`src/rtl/br_predictor.sv`:
```
// Fetch-side branch predictor: direct-mapped BTB with 2-bit saturating counters,
// execute-side mispredict/redirect generation and saturating performance counters.
module br_predictor #(
    parameter int ENTRIES = 16,
    parameter int IDX_W   = 4,
    parameter int TAG_W   = 8
) (
    input  logic        clk,
    input  logic        resetn,
    input  logic [31:0] fetch_pc,
    output logic        pred_taken,
    output logic [31:0] pred_npc,
    input  logic        upd_valid,
    input  logic [31:0] upd_pc,
    input  logic        upd_taken,
    input  logic [31:0] upd_target,
    input  logic        upd_pred_taken,
    input  logic [31:0] upd_pred_npc,
    input  logic        bp_flush,
    output logic        mispredict,
    output logic [31:0] redirect_pc,
    output logic [31:0] br_cnt,
    output logic [31:0] mis_cnt
);

    logic             valid_q  [ENTRIES];
    logic [TAG_W-1:0] tag_q    [ENTRIES];
    logic [31:0]      target_q [ENTRIES];
    logic [1:0]       ctr_q    [ENTRIES];

    logic [31:0] br_cnt_q;
    logic [31:0] mis_cnt_q;

    logic [IDX_W-1:0] fetch_idx;
    logic [TAG_W-1:0] fetch_tag;
    logic [IDX_W-1:0] upd_idx;
    logic [TAG_W-1:0] upd_tag;
    logic             fetch_hit;
    logic             upd_hit;
    logic [31:0]      correct_npc;

    // The carried prediction bit adds nothing beyond the full NPC compare.
    logic unused_pred_taken;
    assign unused_pred_taken = upd_pred_taken;

    assign fetch_idx = fetch_pc[IDX_W+1:2];
    assign fetch_tag = fetch_pc[IDX_W+TAG_W+1:IDX_W+2];
    assign upd_idx   = upd_pc[IDX_W+1:2];
    assign upd_tag   = upd_pc[IDX_W+TAG_W+1:IDX_W+2];

    // Lookup reads registered state only, so a same-cycle update is not visible.
    assign fetch_hit  = valid_q[fetch_idx] && (tag_q[fetch_idx] == fetch_tag);
    assign pred_taken = fetch_hit && ctr_q[fetch_idx][1];
    assign pred_npc   = pred_taken ? target_q[fetch_idx] : fetch_pc + 32'd4;

    assign upd_hit     = valid_q[upd_idx] && (tag_q[upd_idx] == upd_tag);
    assign correct_npc = upd_taken ? upd_target : upd_pc + 32'd4;
    assign mispredict  = upd_valid && (correct_npc != upd_pred_npc);
    assign redirect_pc = correct_npc;

    assign br_cnt  = br_cnt_q;
    assign mis_cnt = mis_cnt_q;

    // NOTE: the BTB arrays sit in the async reset so every entry starts invalid
    // with a cleared counter; tag and target are cleared too for determinism.
    always_ff @(posedge clk or negedge resetn) begin
        if (!resetn) begin
            for (int i = 0; i < ENTRIES; i++) begin
                valid_q[i]  <= 1'b0;
                tag_q[i]    <= '0;
                target_q[i] <= '0;
                ctr_q[i]    <= 2'b00;
            end
        end else if (bp_flush) begin
            for (int i = 0; i < ENTRIES; i++) begin
                valid_q[i] <= 1'b0;
                ctr_q[i]   <= 2'b00;
            end
        end else if (upd_valid) begin
            if (upd_hit) begin
                if (upd_taken) begin
                    ctr_q[upd_idx]    <= (ctr_q[upd_idx] == 2'b11) ? 2'b11 : ctr_q[upd_idx] + 2'd1;
                    target_q[upd_idx] <= upd_target;
                end else begin
                    ctr_q[upd_idx] <= (ctr_q[upd_idx] == 2'b00) ? 2'b00 : ctr_q[upd_idx] - 2'd1;
                end
            end else if (upd_taken) begin
                // Allocation evicts whatever aliasing entry held this index.
                valid_q[upd_idx]  <= 1'b1;
                tag_q[upd_idx]    <= upd_tag;
                target_q[upd_idx] <= upd_target;
                ctr_q[upd_idx]    <= 2'b10;
            end
        end
    end

    // Counters keep counting through a flush and stick at all-ones.
    always_ff @(posedge clk or negedge resetn) begin
        if (!resetn) begin
            br_cnt_q  <= '0;
            mis_cnt_q <= '0;
        end else begin
            if (upd_valid && (br_cnt_q != 32'hFFFF_FFFF)) begin
                br_cnt_q <= br_cnt_q + 32'd1;
            end
            if (mispredict && (mis_cnt_q != 32'hFFFF_FFFF)) begin
                mis_cnt_q <= mis_cnt_q + 32'd1;
            end
        end
    end

endmodule

```
`config.mk`:
```
export PLATFORM = sky130hd
export DESIGN_NAME = br_predictor
export DESIGN_NICKNAME = d
export VERILOG_FILES = /design/src/rtl/br_predictor.sv
export SDC_FILE = /design/constraint.sdc
export NUM_CORES = 2
export LEC_CHECK = 0
export BUFFER_PORTS_ARGS = -buffer_cell sky130_fd_sc_hd__buf_2
export CAP_MARGIN = 25
export CORE_UTILIZATION = 68
export CTS_BUF_LIST = sky130_fd_sc_hd__clkbuf_2 sky130_fd_sc_hd__clkbuf_4 sky130_fd_sc_hd__clkbuf_8
export DETAILED_ROUTE_END_ITERATION = 16
export PLACE_DENSITY_LB_ADDON = 0.3
export SLEW_MARGIN = 20
export SYNTH_ARGS = -nofsm -noshare
export SYNTH_HDL_FRONTEND = slang
export SYNTH_SLANG_ARGS = --single-unit
```
`constraint.sdc`:
```
create_clock -name clk -period 7.9 [get_ports clk]
set_input_delay 1.185 -clock clk [delete_from_list [all_inputs] [get_ports clk]]
set_output_delay 1.185 -clock clk [all_outputs]
set_load 0.02 [all_outputs]
```
* Yosys cells after proc, flatten, opt, wreduce, memory -nomap -nowiden
Cells that the tools add are included. Widths: inputs -> output; s select.
Operators by class: $add $sub $neg 6, multiply operators 0, div/mod/pow operators 0, order comparisons 3, eq/ne operators 7, shift-type cells 0, multiplexer cells 46, bitwise gates (word level) 8, reductions and logical operators 15
Operator list (number):
- $bwmux 512 | 1
- $mux 32 | 10
- $bmux 32 s4 | 1
- $bwmux 128 | 1
- $demux 32 s4 | 1
- $add 32x1->32 const B | 2
- $add 32x3->32 const B | 2
- $bmux 8 s4 | 2
- $bwmux 32 | 2
- $mux 16 | 4
- $ne 32x32->1 const B | 2
- $mux 8 | 5
- $demux 8 s4 | 1
- $ne 32x32->1 | 1
- $or 16x16->16 | 2
- $and 16x16->16 | 1
- $bmux 2 s4 | 2
- $eq 8x8->1 | 2
- $not 16->16 | 1
- $mux 2 | 7
- $ge 5x5->1 const B | 2
- $not 4->5 | 2
- $bmux 1 s4 | 2
- $demux 2 s4 | 1
- 15 further kinds | 28
Storage, ports and cells: register bits after elaboration 752, latch bits 0, RAM bits 0, ROM bits 0, output and inout bits 130, memories kept 0

* Depth between registers and ports, before layout
word-level depth 11, gate-level depth with buffers 15, mapped depth without buffers 11

* Worst setup path before layout
No wires, ideal clock.
kind input to output, start point in upd_pc[3], end point out mispredict, arrival time 4.458 ns, data required time 6.715 ns, setup slack 2.257 ns, cell stages on the path 14, path buffers 4, cell sequence buf_2 > buf_4 > buf_1 > inv_1 > ha_1 > mux2_2 > xnor2_1 > o2111ai_1 > a2111oi_0 > nand4_1 > a2111oi_0 > o2111ai_2 > buf_2 > and2_1
On the way: cells in the longest elaborated chain, start to end 4
RTL lines:
- from (decl) | line 14 | input logic [31:0] upd_pc,
- $add 32x3->32 | line 57 | assign correct_npc = upd_taken ? upd_target : upd_pc + 32'd4;
- $mux 32 | line 57
- named net redirect_pc[3] | line 21 | output logic [31:0] redirect_pc,
- $ne 32x32->1 | line 58 | assign mispredict = upd_valid && (correct_npc != upd_pred_npc);
- $logic_and 1x1->1 | line 58
- to (decl) | line 20 | output logic mispredict,
The timed path passes the listed nets, and every way through them passes these cells.

* Final worst setup path
start point in upd_pc[10], end point out mispredict
On the way: cells in the longest elaborated chain, start to end 4
RTL lines (line):
- $add 32x3->32 | 57
- $mux 32 | 57
- $ne 32x32->1 | 58
- $logic_and 1x1->1 | 58
Every way passes these cells.

==> impl_metrics.ini <==
[drt]
vias = 26900
firstDrtPassIters = 6
drt-vias-per-instance = 6.82
wire_per_inst_um = 27.1
routed_wl_um = 107000
postRouteAntennaNets = 0
drt_first_iter_violations = 2691
drc = 0

[die]
die_y_um = 240
core_area_mm2 = 0.0563
floorplan.initialDensity_pct = 68.7
row_count = 87
io_pins = 264
die_w_um = 240
die_area_mm2 = 0.0578

[logic_synthesis]
yosys.area_share.simple_pct = 7.32
netlist_area_mm2 = 0.0386
synth_area_per_cell_um2 = 13.3
synth_top_family_by_area = multiplexers
syn_inst = 2903
synth_cell_types = 72
yosys.area.top_type_share_pct = 48.7
yosysTopAreaCell = dfrtp_1
synthTopCellsByArea = dfrtp_1, mux2_2, mux4_2
yosys-mux-area-fraction_pct = 32.9
synth-seq-area-share_pct = 48.7
yosysWarnings = 0
synth_xor_area_share_pct = 3.76
async_flop_share_pct = 100
synth.ff_latch_count = 752
synth_compound_area_share_pct = 4.09
synth_ff_type = dfrtp_1
syn_nets = 3044
synth_fa_ha_area_share_pct = 0.253
synth-edff-count = 0

[critical_path]
path_class = in -> out
rrSetupSlack_ns = 4.00
cp_slowest_stage_delay_ns = 0.88
cp-startpoint = upd_pc[10]
reg2reg_depth = 9
path_depth = 11
r2r-start = tag_q[2]
reg2reg_to = ctr_q[25]
path_buf_inv = 3
crit_family = simple AND/OR/NAND/NOR gates
arrival_ns = 5.58
cpMaxStageDelayCell = or4_1
worstSetupEndpoint = mispredict
cp_max_fo = 32
worst_ep_required_time_ns = 6.71
critPathCaptureType = primary output
crit_chain = buf_2 > nand4_1 > or4_1 > nor4_1 > o21bai_1 > o2111ai_1 > nor4_1 > o2111ai_2 > buf_4 > and2_1 > buf_2
start_kind = input pin

[clock_tree]
cts_resized = 0
tritoncts = done
cts-root-buf = clkbuf_8
cts_setup_buffers = 0
path_clk_slew_ns = 0.06
clk_latency_ns = 0.74
clockBufferDepth = 3
cts_buffers = 120
ctsHtreeMaxLevel = 3
clock_sinks = 752
cts_hold_buf = 0

[grt]
grt_pass1_wl_um = 164000
grt_pass1_vias = 27800
grt_max_degree = 200
antenna_found_initial = 20
grt_overflow = 0
grt_util_all_layers_pct = 38.2

[sta]
finalSetupTns_ns = 0
fin_crit_sh_pct = 85.7
rsz0062_at_grt = false
relSlewSlack_pct = 28.4
worst_pin_slew_ns = 1.07
drv_slew = 0
skew_ns = 0.0179
finalCriticalPeriod_ns = 6.77
max_clock_freq_mhz = 148
hold_viol = 0
setup_viol = 0

[outcome]
status = finished clean

[power_and_ir_drop]
total_power_mw = 9.62
power_switching_mw = 2.56
p_sw_share_pct = 26.6
p_seq_share_pct = 48.0
powerDensity_mw_per_mm2 = 224
internal-power_mw = 7.06
pwr-share-clk_pct = 35.8
leakage_nw = 19.4
peakVddDrop_mv = 0.229
power_frac_comb_pct = 16.1

[place]
gp_congestion = 0.950
dp_hpwl_um = 67500
io_buffers = 262

[cells_and_area]
nets = 3229
drive_above_1_share_pct = 44.4
area_growth_pct = 11.3
n_fill_cell = 3428

[run]
maxCapViolations = 0

[worst_hold_path]
hold_path_class = reg -> reg
[state kept, by name (all words and copies together), names as in the netlist]
| register | cells |
|---|---|
| br_cnt | 32 |
| ctr_q | 32 |
| mis_cnt | 32 |
| tag_q | 128 |
| target_q | 512 |
| valid_q | 16 |
[synth_stat cells, types with 3 or more instances]
| master | n |
|---|---|
| o221ai_1 | 4 |
| inv_1 | 40 |
| dfrtp_1 | 752 |
| nand2_1 | 151 |
| clkbuf_1 | 181 |
| or3_1 | 5 |
| nor3_1 | 35 |
| nor2_1 | 88 |
| buf_6 | 3 |
| and4_1 | 10 |
| nor4_1 | 20 |
| mux2_2 | 621 |
| nand2b_1 | 6 |
| a22o_1 | 3 |
| nand4_1 | 40 |
| o2111ai_1 | 8 |
| o211ai_1 | 15 |
| nor3b_1 | 7 |
| mux2i_1 | 6 |
| a22oi_1 | 4 |
| a211oi_1 | 3 |
| xor2_1 | 52 |
| nor2b_1 | 43 |
| buf_4 | 5 |
| o32ai_1 | 4 |
| ha_1 | 7 |
| a31oi_1 | 5 |
| and2_1 | 9 |
| buf_2 | 31 |
| or2_2 | 4 |
| xnor2_1 | 111 |
| a21oi_1 | 37 |
| o21ai_0 | 141 |
| or4_1 | 3 |
| o21a_1 | 4 |
| nand3_1 | 77 |
| o31ai_1 | 3 |
| mux4_2 | 251 |
| buf_1 | 21 |
| o21ai_1 | 5 |
| and3_1 | 42 |
| nand3b_1 | 5 |
[routing by layer]
| layer | global-route usage (%) | part of all wire (%) |
|---|---|---|
| met4 | 20.0 | 4.9 |
| met1 | 51.2 | 38 |
| met3 | 10.1 | 10 |
| met2 | 58.0 | 47 |
| met5 | 0 | 0.062 |
[metrics by stage]
step,std cells,setup slack (ns),area [um2],util (%),hold slack (ns)
2_1_floorplan,2903,2.26,38600,-,0.445
5_1_grt,3931,1.09,43000,76.3,0.502
6_report,3941,1.13,43000,76.4,0.484
3_5_place_dp,3721,1.27,40400,71.8,0.471
4_1_cts,3924,1.26,42900,76.3,0.484
3_3_place_gp,3720,1.35,40400,71.8,0.457
[cell families (layout without fill, tap and decap cells)]
logic type	after synthesis	in the layout
DFF	752	752
buffers and inverters	282	548
and+or+nand+nor	556	556
muxes	880	880
other	0	16
AOI/OAI and AO/OA	261	261
xor gates and xnor gates	164	164
adders and majority gates	8	8
[how the worst min path moves through the flow]
stage	startpoint	end	slack, ns	cells past startpoint
after floorplan	target_q[426]	target_q[426]	0.44	2
after global placement	target_q[490]	target_q[490]	0.46	2
after detailed placement	target_q[458]	target_q[458]	0.47	2
after CTS	target_q[458]	target_q[458]	0.48	2
after global routing	br_cnt[13]	br_cnt[13]	0.50	1
final	target_q[458]	target_q[458]	0.48	2
[power groups by stage]
| stage | Clock, mW | Sequential [mW] | Combinational [mW] |
|---|---|---|---|
| global route | 3.66 | 4.67 | 1.66 |
| CTS | 3.49 | 4.61 | 1.55 |
| finish | 3.45 | 4.62 | 1.55 |
| global placement | 0 | 4.61 | 1.48 |
| floorplan | 0 | 4.61 | 1.05 |
| detailed placement | 0 | 4.67 | 1.54 |
[tightest hold or removal path, delay by kind of cell, from the launching register on]
family | cells | cell delay [ns]
AO/OA/AOI/OAI | 1 | 0.06
flip-flops | 1 | 0.34
AND/OR/NAND/NOR | 1 | 0.04
[final cells by class]
cell class | instances | area, um2 | area share, %
clock buffers | 188 | 2340 | 5.45
flip-flops and latches | 752 | 18800 | 43.8
well taps | 756 | 946 | 2.20
diodes | 16 | 40.0 | 0.0931
inverters | 41 | 154 | 0.358
repair buffers | 304 | 1740 | 4.05
multi-input cells | 1869 | 18800 | 43.7
clock inverters | 15 | 153 | 0.355
[placed cells by master, fill, tap and decap left out, drive strengths merged, types with 41 or more instances in the layout]
cell type / count
dfrtp: 752
mux2: 623
buf: 304
mux4: 251
clkbuf: 188
nand2: 151
o21ai: 146
xnor2: 111
nor2: 88
nand3: 77
xor2: 52
nor2b: 43
and3: 42
inv: 41
nand4: 41
Power figures use the tool's default switching activity.
